==> src/rtl/fetch_stage.sv <==
// -----------------------------------------------------------------------------
// fetch_stage
//
// This module is the instruction-fetch stage and the IF/ID pipeline register of
// the MIPS pipeline. It holds the PC, selects the next PC, drives the
// instruction-memory address, and latches the fetched word and PC+4 into the
// IF/ID register. It also handles load-use stalls, control-hazard flushes and
// HALT detection.
//
// Optional feature macro: FETCH_HALT_DETECT_EN
//   defined   : a fetched word whose opcode equals HALT_OP moves fetch into a
//               HALT state. In that state the PC is frozen and NOPs are issued
//               until an enabled flush redirects fetch.
//   undefined : there is no halt behaviour. o_halt is tied to 0 and HALT_OP is
//               fetched like any other instruction.
//
// Parameters
//   NBITS    instruction and PC width
//   HALT_OP  opcode in bits [NBITS-1:NBITS-6] that marks HALT
//
// Ports
//   i_clk          clock; all state updates on the rising edge
//   i_rst_n        synchronous, active-low reset (overrides i_enable)
//   i_enable       global run enable; 0 freezes PC, IF/ID and state
//   i_stall        load-use stall from the hazard unit
//   i_flush        control-hazard flush; wins over i_stall
//   i_pc_src       next-PC select: 00 PC+4, 01 branch, 10 jump, 11 register
//   i_branch_addr  branch target
//   i_jump_addr    jump target
//   i_reg_addr     register-jump target
//   i_imem_data    instruction word at o_imem_addr (combinational read)
//   o_imem_addr    current PC
//   o_instr        IF/ID instruction
//   o_pc_plus4     IF/ID PC+4
//   o_valid        IF/ID holds a real instruction
//   o_halt         fetch is halted on a HALT word
// -----------------------------------------------------------------------------
module fetch_stage #(
    parameter int          NBITS   = 32,
    parameter logic [5:0]  HALT_OP = 6'b111111
) (
    input  logic             i_clk,
    input  logic             i_rst_n,
    input  logic             i_enable,
    input  logic             i_stall,
    input  logic             i_flush,
    input  logic [1:0]       i_pc_src,
    input  logic [NBITS-1:0] i_branch_addr,
    input  logic [NBITS-1:0] i_jump_addr,
    input  logic [NBITS-1:0] i_reg_addr,
    input  logic [NBITS-1:0] i_imem_data,
    output logic [NBITS-1:0] o_imem_addr,
    output logic [NBITS-1:0] o_instr,
    output logic [NBITS-1:0] o_pc_plus4,
    output logic             o_valid,
    output logic             o_halt
);

    typedef enum logic {
        ST_RUN  = 1'b0,
        ST_HALT = 1'b1
    } state_t;

    // PC select encodings
    localparam logic [1:0] SRC_SEQ    = 2'b00;
    localparam logic [1:0] SRC_BRANCH = 2'b01;
    localparam logic [1:0] SRC_JUMP   = 2'b10;
    localparam logic [1:0] SRC_REG    = 2'b11;

    state_t           state_q, state_d;
    logic [NBITS-1:0] pc_q, pc_d;
    logic [NBITS-1:0] instr_q, instr_d;
    logic [NBITS-1:0] pc_plus4_q, pc_plus4_d;
    logic             valid_q, valid_d;

    logic [NBITS-1:0] pc_plus4;
    logic [NBITS-1:0] next_pc;
    logic             halt_hit;

    // The sum wraps naturally modulo 2^NBITS, so PC 0x...FC steps to 0.
    assign pc_plus4 = pc_q + NBITS'(4);

    always_comb begin
        next_pc = pc_plus4;
        unique case (i_pc_src)
            SRC_SEQ:    next_pc = pc_plus4;
            SRC_BRANCH: next_pc = i_branch_addr;
            SRC_JUMP:   next_pc = i_jump_addr;
            SRC_REG:    next_pc = i_reg_addr;
            default:    next_pc = pc_plus4;
        endcase
    end

`ifdef FETCH_HALT_DETECT_EN
    assign halt_hit = (i_imem_data[NBITS-1:NBITS-6] == HALT_OP);
`else
    // Without halt detection, the HALT opcode is just another instruction.
    assign halt_hit = 1'b0;
`endif

    // Next-state and IF/ID logic. Everything holds by default. That default is
    // what gives the i_enable=0 freeze and the plain-stall hold.
    always_comb begin
        state_d    = state_q;
        pc_d       = pc_q;
        instr_d    = instr_q;
        pc_plus4_d = pc_plus4_q;
        valid_d    = valid_q;

        if (i_enable) begin
            unique case (state_q)
                ST_RUN: begin
                    if (i_flush) begin
                        // The redirect slot becomes a bubble. The target word
                        // arrives on the following edge.
                        pc_d       = next_pc;
                        instr_d    = '0;
                        pc_plus4_d = '0;
                        valid_d    = 1'b0;
                    end else if (!i_stall) begin
                        instr_d    = i_imem_data;
                        pc_plus4_d = pc_plus4;
                        valid_d    = 1'b1;
                        if (halt_hit) begin
                            // The HALT word goes downstream as a valid
                            // instruction. The PC stays parked on its address.
                            state_d = ST_HALT;
                        end else begin
                            pc_d = next_pc;
                        end
                    end
                end
                ST_HALT: begin
                    instr_d    = '0;
                    pc_plus4_d = '0;
                    valid_d    = 1'b0;
                    // Only a flush gets us out. In that case the HALT came
                    // from a mispredicted path.
                    if (i_flush) begin
                        pc_d    = next_pc;
                        state_d = ST_RUN;
                    end
                end
                default: begin
                    state_d = ST_RUN;
                end
            endcase
        end
    end

    always_ff @(posedge i_clk) begin
        if (!i_rst_n) begin
            state_q    <= ST_RUN;
            pc_q       <= '0;
            instr_q    <= '0;
            pc_plus4_q <= '0;
            valid_q    <= 1'b0;
        end else begin
            state_q    <= state_d;
            pc_q       <= pc_d;
            instr_q    <= instr_d;
            pc_plus4_q <= pc_plus4_d;
            valid_q    <= valid_d;
        end
    end

    assign o_imem_addr = pc_q;
    assign o_instr     = instr_q;
    assign o_pc_plus4  = pc_plus4_q;
    assign o_valid     = valid_q;

`ifdef FETCH_HALT_DETECT_EN
    assign o_halt = (state_q == ST_HALT);
`else
    assign o_halt = 1'b0;
`endif

endmodule

==> config.mk <==
export PLATFORM = sky130hd
export DESIGN_NAME = fetch_stage
export DESIGN_NICKNAME = d
export VERILOG_FILES = /design/src/rtl/fetch_stage.sv
export SDC_FILE = /design/constraint.sdc
export NUM_CORES = 1
export LEC_CHECK = 0
export ABC_AREA = 1
export BUFFER_PORTS_ARGS = -buffer_cell sky130_fd_sc_hd__buf_2
export CAP_MARGIN = 10
export CORE_AREA = 2 2 112 114
export CTS_CLUSTER_DIAMETER = 30
export DETAILED_ROUTE_END_ITERATION = 8
export DIE_AREA = 0 0 114 116
export GPL_ROUTABILITY_DRIVEN = 0
export PLACE_DENSITY = 0.85
export SYNTH_ARGS = -nofsm -noshare
export SYNTH_HDL_FRONTEND = slang
export SYNTH_SLANG_ARGS = --single-unit
export TNS_END_PERCENT = 50
==> constraint.sdc <==
create_clock -name i_clk -period 1.3 [get_ports i_clk]
set_input_delay 0.065 -clock i_clk [delete_from_list [all_inputs] [get_ports i_clk]]
set_output_delay 0.065 -clock i_clk [all_outputs]
set_load 0.02 [all_outputs]
==> run summary <==
outcome = finished with violations
Reg-to-Reg Start = o_imem_addr[3]$_SDFFE_PN0P_
RSZ-0062 raised after global routing = true
VDD IR-drop max = 0.634 mV
fraction of layout cells with a size suffix above 1 = 0.462
final setup vio count = 81
Final Util = 0.704
Worst Path Buf+Inv = 0
gr busiest metal = met2
Core Region = 11900 sq um
Routed Antenna Nets = 0
DRC Markers = 12
CTS tree = yes
total power draw = 8.00 mW
#FFs+latches synth = 98
vias per cell = 5.67
met2 Usage GRT = 0.509
Starting Density = 0.416
Top delay family on crit path = simple AND/OR/NAND/NOR gates
vias in the first global route = 6157
TritonCTS buffer count = 9
Synth cell types = 30
Ports = 233
PD cells = 953 nW/um^2
Slew Viols, Final = 0
Max clock buf depth = 2
Setup WS post-layout = -0.326 ns
CP max FO = 5
met3 usage = 0.0591
die footprint = 13200 sq um
arrival time at the worst endpoint = 1.85 ns
clk_skew = 0.00969 ns
Slowest cell on crit path = dfxtp_4
grt total ovfl = 0
Total Wirelength = 23.2 mm
Initial DRC Count = 1098
final net count = 1215
worst hold-check path type = input port to flop
Die Span Y = 116 um
hold path startpoint = i_reg_addr[3]
f_max = 0.615 GHz
ys async rst share = 0
crit path from = o_imem_addr[3]$_SDFFE_PN0P_
final HPWL from detailed placement = 13.2 mm
CTS H-tree lvls = 3
Diodes inserted = 0
M1 GR Usage = 0.342
Fin Hold WS = -0.00531 ns
most frequent CP cell = nand2_1
CP Class = flop to flop
CTS clock-pin slew for the worst setup and hold paths = 0.08 ns
prevailing post-synth register cell = dfxtp_1
critical path's largest stage delay = 0.38 ns
Vias = 6978
input/output buffers = 231
Root Buffer = clkbuf_16
clock sinks = 98
largest net degree at the start of global routing = 56
Final Hold Viols = 1
clock latency at the later pin of the worst-skew pair = 0.35 ns
Layout area overhead = 69.5%
Worst EP required = 1.53 ns
Die Wd = 114 um
Mapped Cells = 745
Cell Chain, Critical Path = ha_4 -> nand2_4 -> nor2_4 -> nand2_4 -> nor2_4 -> nand2_1 -> nand2_2 -> nand2_1 -> nand2_1 -> a21oi_1
first-pass GRT wire length = 30.2 mm
synthesized area per cell = 6.64 sq um
Mapped Nets = 881
Pre-antenna DRT Iters = 9
max cap viols = 0
Lkg Pwr = 3.90 nW
Post-synth EDFFs = 0
GRT Resource Usage Total = 0.289
Rows = 40
Setup WS pre-CTS = -0.185 ns
Min Clock Period, post-route = 1.63 ns
Ys Warns = 0
antenna violations before repair = 0
synthesized area = 4950 sq um
Routed WL per cell = 18.8 um
violated checks = design-rule violations, negative hold slack, negative setup slack
sequential area share after synthesis = 0.396
CP Capture Type = flop
Startpoint Class = flop
final worst path period share = 1.25
==> report_power, final <==
part	switching [mW]	internal (mW)	total, mW	leakage, nW
clock network	1.29	1.39	2.68	0.146
registers	0.150	3.15	3.30	0.811
logic	1.12	0.902	2.02	2.94
total	2.56	5.44	8.00	3.90
==> final cells by class <==
type	instances	area [sq um]
tap	147	184
inverter	35	138
clock inverter	6	55.1
fill	777	3520
multi-input combinational	571	3230
timing repair buffer	364	2520
sequential	98	2020
clock buffer	10	239
==> synth_stat cells, types with 4 or more instances <==
| library cell | n | area [sq um] |
|---|---|---|
| a211oi_1 | 15 | 113 |
| a22o_1 | 7 | 61.3 |
| buf_4 | 4 | 30.0 |
| nor2_2 | 7 | 43.8 |
| xor2_1 | 12 | 105 |
| a31oi_1 | 4 | 25.0 |
| nor2_1 | 38 | 143 |
| nor2_4 | 6 | 67.6 |
| xnor2_1 | 4 | 35.0 |
| clkbuf_1 | 17 | 63.8 |
| nand3_1 | 26 | 130 |
| nand2_1 | 295 | 1110 |
| dfxtp_1 | 98 | 1960 |
| buf_2 | 20 | 100 |
| a21oi_1 | 105 | 526 |
| inv_1 | 32 | 120 |
| o21ai_0 | 32 | 160 |
==> cell families after synthesis <==
logic type / synth area share
AOI/OAI and AO/OA: 0.188
xor gates and xnor gates: 0.0283
adders and majority gates: 0.00253
buffers and inverters: 0.0657
DFF: 0.396
other: 0.000758
and+or+nand+nor: 0.319
==> repair_timing <==
action | 4_1_cts | 5_1_grt
endpoints found under the setup margin | 90 | 89
hold buffers | 35 | 0
gates cloned | 0 | 6
pin swaps | 29 | 24
setup buffers | 5 | 8
resized for setup | 80 | 78
hold endpoints to repair | 35 | 0
==> through the flow <==
| stage | instance area, sq um | std cells | setup TNS [ns] |
|---|---|---|---|
| after global placement | 6880 | 1161 | -4.81 |
| after global routing | 8390 | 1231 | -16.94 |
| after floorplan | 5020 | 745 | -0.539 |
| after CTS | 7870 | 1217 | -2.15 |
| after detailed placement | 6880 | 1161 | -7.11 |
| final | 8390 | 1231 | -11.47 |
==> worst min-delay path, stage by stage <==
cell     delay [ns]
buf_2          0.09
nand2_1        0.05
a41oi_1        0.09
==> per-layer routing <==
layer / part of all wire / vias to the layer above / wire [um]
met4: 0.066 / 0 / 1530
met5: 0 / - / 0
met3: 0.12 / 171 / 2720
li1: - / 3087 / -
met1: 0.36 / 3092 / 8430
met2: 0.45 / 628 / 10500
==> worst paths after layout <==
path	to	slack, ns	cells after the start
setup / recovery	o_pc_plus4[22]$_SDFFE_PN0P_	-0.33	10
hold / removal	o_imem_addr[3]$_SDFFE_PN0P_	-0.005	3
setup reg to reg	o_pc_plus4[22]$_SDFFE_PN0P_	-0.33	10
hold reg to reg	o_instr[6]$_SDFFE_PN0P_	0.46	2
==> layout by cell type, fill, tap and decap left out, types with 15 or more instances in the layout <==
cell,count
nand2_1,250
clkbuf_16,15
dfxtp_1,72
a21oi_1,92
dlygate4sd3_1,35
inv_1,29
dfxtp_2,16
o21ai_0,25
buf_2,231
nor2_4,19
nor2_1,20
nand2_2,38
buf_4,74
==> registers in the layout, indices dropped and copies added, names as in the netlist <==
name / flops
o_instr: 32
o_imem_addr: 32
o_pc_plus4: 32
o_valid: 1
state_q: 1
Note: power is estimated with default switching activity, not from simulation.
